<file path="config.mk">
export PLATFORM = sky130hd
export DESIGN_NAME = mem_port_arbiter
export DESIGN_NICKNAME = d
export VERILOG_FILES = /design/src/rtl/mem_port_arbiter.sv
export SDC_FILE = /design/constraint.sdc
export NUM_CORES = 1
export LEC_CHECK = 0
export ABC_AREA = 1
export CORE_AREA = 2 2 126 128
export CTS_CLUSTER_DIAMETER = 200
export DETAILED_ROUTE_END_ITERATION = 10
export DIE_AREA = 0 0 128 130
export GPL_TIMING_DRIVEN = 0
export PLACE_DENSITY = 0.86
export SLEW_MARGIN = 20
export SYNTH_ARGS = -nofsm -noshare
export SYNTH_HDL_FRONTEND = slang
export SYNTH_SLANG_ARGS = --single-unit
</file>
<file path="constraint.sdc">
create_clock -name clk_i -period 7.95 [get_ports clk_i]
set_clock_uncertainty 0.15 [all_clocks]
set_input_delay 1.59 -clock clk_i [delete_from_list [all_inputs] [get_ports clk_i]]
set_output_delay 1.59 -clock clk_i [all_outputs]
set_load 0.1 [all_outputs]
</file>
<file path="src/rtl/mem_port_arbiter.sv">
// -----------------------------------------------------------------------------
// mem_port_arbiter
//
// Shares one unified memory port between the core's instruction-fetch side
// (imem) and data side (dmem). A registered grant FSM serialises requests: an
// IDLE cycle picks a winner and latches its address, write enable and write
// data. The FSM then holds mem_req_o high until memory answers with
// mem_ready_i. That response is steered combinationally back to the winner,
// and the winner's grant counter is bumped.
//
// Optional feature macro: ARB_ROUND_ROBIN_EN
//   defined   - contention in IDLE goes to the requester not granted last
//               (1-bit pointer, starts out favouring imem).
//   undefined - fixed priority; dmem always wins contention.
//
// Parameters
//   DWidth    data / address width
//   CntWidth  width of each grant counter
//
// Ports
//   clk_i, rst_i          clock; asynchronous active-high reset
//   imem_req_i/addr_i     fetch request, held until imem_ready_o
//   imem_ready_o/rdata_o  one-cycle fetch response; rdata is 0 when not ready
//   dmem_req_i/write_i/addr_i/wdata_i  data request, held until dmem_ready_o
//   dmem_ready_o/rdata_o  one-cycle data response; rdata is 0 when not ready
//   mem_req_o/write_o/addr_o/wdata_o   registered request to shared memory
//   mem_ready_i/rdata_i   memory response strobe and read data
//   imem_grant_cnt_o      completed fetch transactions (wraps)
//   dmem_grant_cnt_o      completed data transactions (wraps)
// -----------------------------------------------------------------------------
module mem_port_arbiter #(
  parameter int DWidth   = 32,
  parameter int CntWidth = 32
) (
  input  logic                clk_i,
  input  logic                rst_i,
  // fetch side
  input  logic                imem_req_i,
  input  logic [DWidth-1:0]   imem_addr_i,
  output logic                imem_ready_o,
  output logic [DWidth-1:0]   imem_rdata_o,
  // data side
  input  logic                dmem_req_i,
  input  logic                dmem_write_i,
  input  logic [DWidth-1:0]   dmem_addr_i,
  input  logic [DWidth-1:0]   dmem_wdata_i,
  output logic                dmem_ready_o,
  output logic [DWidth-1:0]   dmem_rdata_o,
  // shared memory port
  output logic                mem_req_o,
  output logic                mem_write_o,
  output logic [DWidth-1:0]   mem_addr_o,
  output logic [DWidth-1:0]   mem_wdata_o,
  input  logic                mem_ready_i,
  input  logic [DWidth-1:0]   mem_rdata_i,
  // performance counters
  output logic [CntWidth-1:0] imem_grant_cnt_o,
  output logic [CntWidth-1:0] dmem_grant_cnt_o
);

  typedef enum logic [1:0] {
    IDLE   = 2'd0,
    BUSY_I = 2'd1,
    BUSY_D = 2'd2
  } state_e;

  state_e              state_q, state_d;
  logic                mem_req_q, mem_req_d;
  logic                mem_write_q, mem_write_d;
  logic [DWidth-1:0]   mem_addr_q, mem_addr_d;
  logic [DWidth-1:0]   mem_wdata_q, mem_wdata_d;
  logic [CntWidth-1:0] imem_cnt_q, imem_cnt_d;
  logic [CntWidth-1:0] dmem_cnt_q, dmem_cnt_d;

  // Winner selection, only meaningful while in IDLE.
  logic win_imem, win_dmem;

`ifdef ARB_ROUND_ROBIN_EN
  // 1 = dmem has priority on the next contention, 0 = imem has it.
  logic rr_dmem_next_q, rr_dmem_next_d;

  always_comb begin
    win_imem = 1'b0;
    win_dmem = 1'b0;
    if (imem_req_i && dmem_req_i) begin
      win_dmem = rr_dmem_next_q;
      win_imem = ~rr_dmem_next_q;
    end else begin
      win_imem = imem_req_i;
      win_dmem = dmem_req_i;
    end
  end

  // The pointer moves on every grant, contended or not, so it always
  // favours whichever side was not served last.
  always_comb begin
    rr_dmem_next_d = rr_dmem_next_q;
    if (state_q == IDLE && (win_imem || win_dmem)) begin
      rr_dmem_next_d = win_imem;
    end
  end

  always_ff @(posedge clk_i or posedge rst_i) begin
    if (rst_i) begin
      rr_dmem_next_q <= 1'b0;
    end else begin
      rr_dmem_next_q <= rr_dmem_next_d;
    end
  end
`else
  // Fixed priority: dmem wins any contention.
  always_comb begin
    win_dmem = dmem_req_i;
    win_imem = imem_req_i & ~dmem_req_i;
  end
`endif

  // Next-state and response steering.
  always_comb begin
    // NOTE: every signal written here gets a default first, so no path can
    // leave one unassigned and infer a latch.
    state_d      = state_q;
    mem_req_d    = mem_req_q;
    mem_write_d  = mem_write_q;
    mem_addr_d   = mem_addr_q;
    mem_wdata_d  = mem_wdata_q;
    imem_cnt_d   = imem_cnt_q;
    dmem_cnt_d   = dmem_cnt_q;
    imem_ready_o = 1'b0;
    imem_rdata_o = '0;
    dmem_ready_o = 1'b0;
    dmem_rdata_o = '0;

    unique case (state_q)
      IDLE: begin
        // mem_ready_i is deliberately ignored here: nothing is outstanding.
        if (win_dmem) begin
          state_d     = BUSY_D;
          mem_req_d   = 1'b1;
          mem_write_d = dmem_write_i;
          mem_addr_d  = dmem_addr_i;
          mem_wdata_d = dmem_wdata_i;
        end else if (win_imem) begin
          // Fetches never write; wdata keeps whatever it last held.
          state_d     = BUSY_I;
          mem_req_d   = 1'b1;
          mem_write_d = 1'b0;
          mem_addr_d  = imem_addr_i;
        end
      end

      BUSY_I: begin
        if (mem_ready_i) begin
          imem_ready_o = 1'b1;
          imem_rdata_o = mem_rdata_i;
          imem_cnt_d   = imem_cnt_q + 1'b1;
          mem_req_d    = 1'b0;
          state_d      = IDLE;
        end
      end

      BUSY_D: begin
        if (mem_ready_i) begin
          dmem_ready_o = 1'b1;
          dmem_rdata_o = mem_rdata_i;
          dmem_cnt_d   = dmem_cnt_q + 1'b1;
          mem_req_d    = 1'b0;
          state_d      = IDLE;
        end
      end

      default: begin
        state_d   = IDLE;
        mem_req_d = 1'b0;
      end
    endcase
  end

  // State and registered memory-side outputs. A reset mid-transaction
  // drops mem_req_o at once and returns to IDLE, so a late mem_ready_i
  // lands in IDLE and is ignored.
  always_ff @(posedge clk_i or posedge rst_i) begin
    if (rst_i) begin
      state_q     <= IDLE;
      mem_req_q   <= 1'b0;
      mem_write_q <= 1'b0;
      mem_addr_q  <= '0;
      mem_wdata_q <= '0;
      imem_cnt_q  <= '0;
      dmem_cnt_q  <= '0;
    end else begin
      // NOTE: non-blocking assignments so every register samples the
      // pre-edge value of its inputs regardless of statement order.
      state_q     <= state_d;
      mem_req_q   <= mem_req_d;
      mem_write_q <= mem_write_d;
      mem_addr_q  <= mem_addr_d;
      mem_wdata_q <= mem_wdata_d;
      imem_cnt_q  <= imem_cnt_d;
      dmem_cnt_q  <= dmem_cnt_d;
    end
  end

  assign mem_req_o        = mem_req_q;
  assign mem_write_o      = mem_write_q;
  assign mem_addr_o       = mem_addr_q;
  assign mem_wdata_o      = mem_wdata_q;
  assign imem_grant_cnt_o = imem_cnt_q;
  assign dmem_grant_cnt_o = dmem_cnt_q;

endmodule

</file>
==> results of run 1 <==
==> cells in the final DEF, fill, tap and decap left out, drive strengths merged <==
cell type and n:
clkinvlp 4, bufinv 3, nand2 225, clkinv 4
ha 5, nand3b 11, o21a 1, nand4 16
o21ai 7, nor3 14, nand3 25, dfrtp 132
buf 16, clkbuf 31, clkdlybuf4s50 329, mux2 32
nor2 167, inv 87, a31oi 32, xnor2 14
xor2 23
==> power by group through the flow <==
| stage | logic [mW] | registers, mW | clock network [mW] |
|---|---|---|---|
| finish | 2.79 | 0.995 | 0.814 |
| global route | 2.87 | 1.02 | 0.861 |
| CTS | 2.80 | 0.995 | 0.826 |
| detailed placement | 2.79 | 1.00 | 0 |
| global placement | 2.77 | 0.990 | 0 |
| floorplan | 0.711 | 2.38 | 0 |
==> logic make-up (layout without fill, tap and decap cells) <==
kind of cell	after synthesis	in the layout	synth area share
AO/OA/AOI/OAI	40	40	0.0365
XOR/XNOR	37	37	0.0487
adder cells (fa/ha/maj)	5	5	0.00940
buffers and inverters	112	474	0.0662
flip-flops	132	132	0.496
multiplexers	32	32	0.0542
AND/OR/NAND/NOR	458	458	0.289
==> through the flow <==
stage / total power [mW] / setup slack (ns) / instances / utilization
2_1_floorplan: 3.09 / 2.68 / 816 / -
3_3_place_gp: 3.76 / 0.759 / 1337 / 0.660
3_5_place_dp: 3.80 / 1.93 / 1338 / 0.663
4_1_cts: 4.62 / 1.92 / 1370 / 0.703
5_1_grt: 4.76 / 1.84 / 1370 / 0.703
6_report: 4.60 / 1.99 / 1370 / 0.703
==> registers in the layout, summed over array words and instances (netlist names) <==
name,flops
dmem_grant_cnt_o,32
mem_write_o,1
mem_addr_o,32
mem_wdata_o,32
mem_req_o,1
state_q,2
imem_grant_cnt_o,32
==> worst min path at each step <==
stage,start,to,slack (ns),depth (start not counted)
detailed placement,mem_req_o,mem_req_o,0.31,2
global route,dmem_grant_cnt_o[16],dmem_grant_cnt_o[16],0.37,1
global placement,mem_req_o,mem_req_o,0.31,2
CTS,mem_req_o,mem_req_o,0.33,2
floorplan,state_q[1],state_q[1],0.33,2
finish,mem_req_o,mem_req_o,0.32,2
==> metal layers <==
metal / global-route usage / share of wire / up-vias
met3: 0.0771 / 0.076 / 50
met5: 0 / 0 / -
met1: 0.260 / 0.36 / 3197
met4: 0.112 / 0.034 / 0
met2: 0.477 / 0.53 / 302
li1: - / - / 3267
==> cell type report <==
class | instances | area [um2] | share of cell area
Tap cell | 192 | 240 | 0.0222
Timing Repair Buffer | 330 | 3320 | 0.306
Clock inverter | 11 | 151 | 0.0140
Buffer | 25 | 114 | 0.0105
Sequential cell | 132 | 3300 | 0.305
Multi-Input combinational cell | 572 | 2910 | 0.268
Clock buffer | 21 | 470 | 0.0434
Inverter | 87 | 334 | 0.0308
==> worst register-to-register path: cells and delay by family (launching register included) <==
family | cells | cell delay [ns]
buf+inv | 2 | 0.44
mux | 1 | 0.38
flops | 1 | 0.37
fa+ha+maj | 1 | 0.26
simple gates | 1 | 0.25
==> metrics.cfg, run 1 <==
[run_status]
status = completed

[yosys]
synth-main-ff-cell = dfrtp_1
synth.area.top_cells = dfrtp_1 (50%), nand2_1 (13%), nor2_1 (8.5%)
synth.distinct_cells = 25
avgSynthCellArea_um2 = 8.15
ys_warn_count = 0
netlist_area_um2 = 6650
ys_async_sr_fraction = 1.00
synth.largest_area_cell = dfrtp_1
ys_ff_latch = 132
ys_top_cells_by_count = nand2_1 (224), nor2_1 (150), dfrtp_1 (132)
ys_seq_area_frac = 0.496
syn-instance-count = 816
post-synth-top-count-cell = nand2_1
yosysTopAreaCellShare = 0.496
synth_fp_nets = 955
synth-edff-count = 0

[power_and_ir_drop]
power.density_nw_per_um2 = 424
p_clk_frac = 0.177
internal_power_mw = 2.03
net-switching-power_mw = 2.57
ir_drop_mv = 0.361
seqPwrFrac = 0.217
p_sw_frac = 0.559
power.leakage_nw = 4.80
p_comb_frac = 0.606

[global_routing]
grt_usage = 0.254
overflow = 0
grt_pass1_wl_um = 32900
antenna_found_initial = 0
grt_max_degree = 85
grt_pass1_vias = 6793

[timing]
period_share = 0.749
final_hold_viol_count = 0
finalSetupTns_ns = 0
rsz0062_at_grt = no
max_freq_ghz = 0.168
drv_slew = 0
whs_ns = 0.325
final-setup-viol-count = 0
period_needed_ns = 5.96
tightest_slew_ns = 1.04
max-slew-margin-rel = 0.306

[setup_path]
slowest_stage = clkdlybuf4s50_1
cp-start-kind = primary input
crit_type = in2out
r2r-end = mem_wdata_o[6]
critPathMaxFanout = 10
cp_data_required_time_ns = 6.21
arrival_ns = 4.22
crit_chain = clkdlybuf4s50_1, nand2_1, buf_2, buf_1, nor2_1, clkdlybuf4s50_1
crit_end = imem_rdata_o[4]
worst-path-buf-inv = 4
crit_family = buffers and inverters
critPathLaunch = mem_ready_i
slowest_delay_ns = 1.15
reg2reg_from = state_q[0]
cp.depth = 6
cp-end-kind = output pin
rrSetupSlack_ns = 5.97
rr_worst_depth = 5
cpMostUsedCell = clkdlybuf4s50_1

[cts]
cts.path.max_buffers = 2
cts-resized-gates = 0
hold_buffers = 0
clock-sinks = 132
cts_tree = yes
cts-buffers-inserted = 17
clock_latency_ns = 0.41
clock-root-buffer = clkbuf_16
post_cts_buffers = 0
htree_levels = 4
clk_pin_slew_worst_paths_ns = 0.05

[routing]
via_count = 6816
wl_per_cell_um = 15.5
initialDrtViolationCount = 349
drc = 0
via_per_inst = 4.98
first_pass_iters = 5
drt-total-wl_um = 21200
ant_nets = 0

[min_path]
hold_class = reg2reg

[die]
row_count = 46
die_w_um = 128
die_area_um2 = 16600
pin_count = 330
coreArea_um2 = 15400
start_util = 0.431
die_h_um = 130

[final_layout]
drive_gt1_frac = 0.0823
antennaDiodeCount = 0
nNetsFinal = 1304
syn2layout_area_growth_pct = 63.0
fillerInstances = 1187
fin_area_um2 = 10800

[placed_design]
placed_cell_area_um2 = 10200
port_buffers = 329
place_congestion = 0.919
dp_hpwl_um = 16500

[run]
cap_viol_max_count = 0

Power figures use the tool's default switching activity.
==> run 2: changes to the inputs <==
CORE_AREA = not set   (was 2 2 126 128)
CORE_ASPECT_RATIO = 1.1   (was not set)
CORE_UTILIZATION = 37   (was not set)
DIE_AREA = not set   (was 0 0 128 130)
PLACE_DENSITY = 0.78   (was 0.86)
clock period = 4.94 ns   (was 7.95 ns; I/O delays follow)
==> run 2 against run 1 <==
Die area rose by 11%. Sequential share of layout area fell by 0.052 points. Sequential power rose by 61%. Combinational power rose by 60%. Global-route usage fell by 2.7 points. Largest power group unchanged. Critical path type unchanged.
==> metrics.cfg, run 2 (synthesis results as in run 1) <==
[die]
die_area_um2 = 18500  ; +11%
row_count = 51  ; +11%
coreArea_um2 = 17700  ; +15%
die_w_um = 130  ; +1.5%
pin_count = 330  ; unchanged
start_util = 0.376  ; -0.0549
die_h_um = 143  ; +9.7%

[global_routing]
grt_pass1_vias = 6438  ; -5.2%
grt_pass1_wl_um = 32200  ; -2.2%
overflow = 0  ; unchanged
grt_max_degree = 81  ; -4.7%
grt_usage = 0.227  ; -0.0265
antenna_found_initial = 0  ; unchanged

[placed_design]
dp_hpwl_um = 16500  ; about the same
port_buffers = 329  ; unchanged
place_congestion = 0.872  ; -5.1%
placed_cells = 1384  ; +3.4%

[timing]
whs_ns = 0.344  ; +0.0193 ns
max-slew-margin-rel = 0.295  ; -0.0111
final-setup-viol-count = 0  ; unchanged
max_freq_ghz = 0.210
period_share = 0.963
tightest_slew_ns = 1.05  ; +0.0166 ns
period_needed_ns = 4.76
rsz0062_at_grt = no
final_hold_viol_count = 0  ; unchanged
drv_slew = 0  ; unchanged

[setup_path]
cp-end-kind = output pin
cp-start-kind = primary input
cp_data_required_time_ns = 3.80  ; -2.41 ns
crit_type = in2out
arrival_ns = 3.62  ; -0.60 ns
critPathMaxFanout = 10  ; unchanged

[cts]
cts_tree = yes
cts.path.max_buffers = 2  ; unchanged
htree_levels = 4  ; unchanged
cts-resized-gates = 0  ; unchanged
cts-buffers-inserted = 17  ; unchanged
clock-sinks = 132  ; unchanged
clk_pin_slew_worst_paths_ns = 0.07  ; +0.02 ns
hold_buffers = 0  ; unchanged
post_cts_buffers = 0  ; unchanged
clock-root-buffer = clkbuf_16
clock_latency_ns = 0.42  ; about the same

[routing]
wl_per_cell_um = 14.7  ; -5.2%
initialDrtViolationCount = 316  ; -9.5%
ant_nets = 0  ; unchanged
drc = 0  ; unchanged
drt-total-wl_um = 20800  ; -2.0%
first_pass_iters = 6  ; +1
via_per_inst = 4.72  ; -5.2%
via_count = 6680  ; -2.0%

[final_layout]
layout_common_cells = clkdlybuf4s50_1 (329), nand2_1 (224), nor2_1 (150)
fillerInstances = 1537  ; +29%
antennaDiodeCount = 0  ; unchanged
final_cells = 1416  ; +3.4%
syn2layout_area_growth_pct = 63.3
nNetsFinal = 1304  ; unchanged
drive_gt1_frac = 0.0832  ; +0.000849
layout_commonest_cell = clkdlybuf4s50_1

[run_status]
status = completed

[power_and_ir_drop]
power.leakage_nw = 4.79  ; -0.14%
ir_drop_mv = 0.781  ; +120%
power.density_nw_per_um2 = 674  ; +59%

[run]
cap_viol_max_count = 0  ; unchanged

[min_path]
hold_class = reg2reg

==> run 2: changes by cell type in the layout (fill, tap and decap cells not counted) <==
cell        before  now
bufinv_16        3    0
clkbuf_1        11   10
clkbuf_8         3    0
clkinv_2         1    0
clkinv_4         3    2
clkinv_8         0    2
clkinvlp_4       4    1
inv_6            0    5
inv_8            1    6
==> run 2: area by class of cell <==
cell class / instances / area (um2) / share of cell area
Timing Repair Buffer: 330 / 3320 / 0.306
Sequential cell: 132 / 3300 / 0.304
Multi-Input combinational cell: 572 / 2910 / 0.268
Clock buffer: 17 / 425 / 0.0392
Inverter: 87 / 334 / 0.0308
Tap cell: 238 / 298 / 0.0274
Clock inverter: 15 / 158 / 0.0145
Buffer: 25 / 114 / 0.0105
==> run 2: per-stage QoR <==
step                      power (mW)  worst slack, ns   util  instance area (um2)  setup TNS, ns
after global placement          6.06            -1.72  0.580                10200        -225.08
after CTS                       7.37           0.0943  0.615                10900              0
after detailed placement        6.11            0.101  0.582                10300              0
after floorplan                 4.98            0.276      -                 6650              0
final                           7.32            0.181  0.615                10900              0
after global routing            7.59          0.00678  0.615                10900              0
==> run 2: worst paths after layout <==
kind	start	to	slack, ns	depth (start not counted)
min	dmem_grant_cnt_o[31]	dmem_grant_cnt_o[31]	0.34	2
min in group asynchronous	rst_i	mem_wdata_o[13]	0.82	2
max in group asynchronous	rst_i	dmem_grant_cnt_o[3]	3.08	3
min reg2reg	dmem_grant_cnt_o[31]	dmem_grant_cnt_o[31]	0.34	2
max	mem_ready_i	imem_rdata_o[16]	0.18	6
max reg2reg	state_q[1]	imem_grant_cnt_o[23]	2.93	9
==> run 2: report_power, final <==
group          leakage [nW]  internal [mW]  switching [mW]
clock network         0.285          0.676           0.565
logic                  2.87           1.02            3.45
registers              1.63           1.40           0.204
total                  4.79           3.10            4.22
==> run 2: per-layer routing <==
metal / GRT usage / share of wire / vias to the layer above
li1: - / - / 3270
met1: 0.245 / 0.38 / 3109
met2: 0.418 / 0.52 / 287
met3: 0.0757 / 0.090 / 14
met4: 0.0624 / 0.010 / 0
met5: 0 / 0 / -
==> run 2: critical path, cell delays in order <==
cell and delay [ns]:
clkdlybuf4s50_1 0.50, nand2_1 0.23, buf_2 0.30, buf_1 0.27, nor2_1 0.16, clkdlybuf4s50_1 1.16
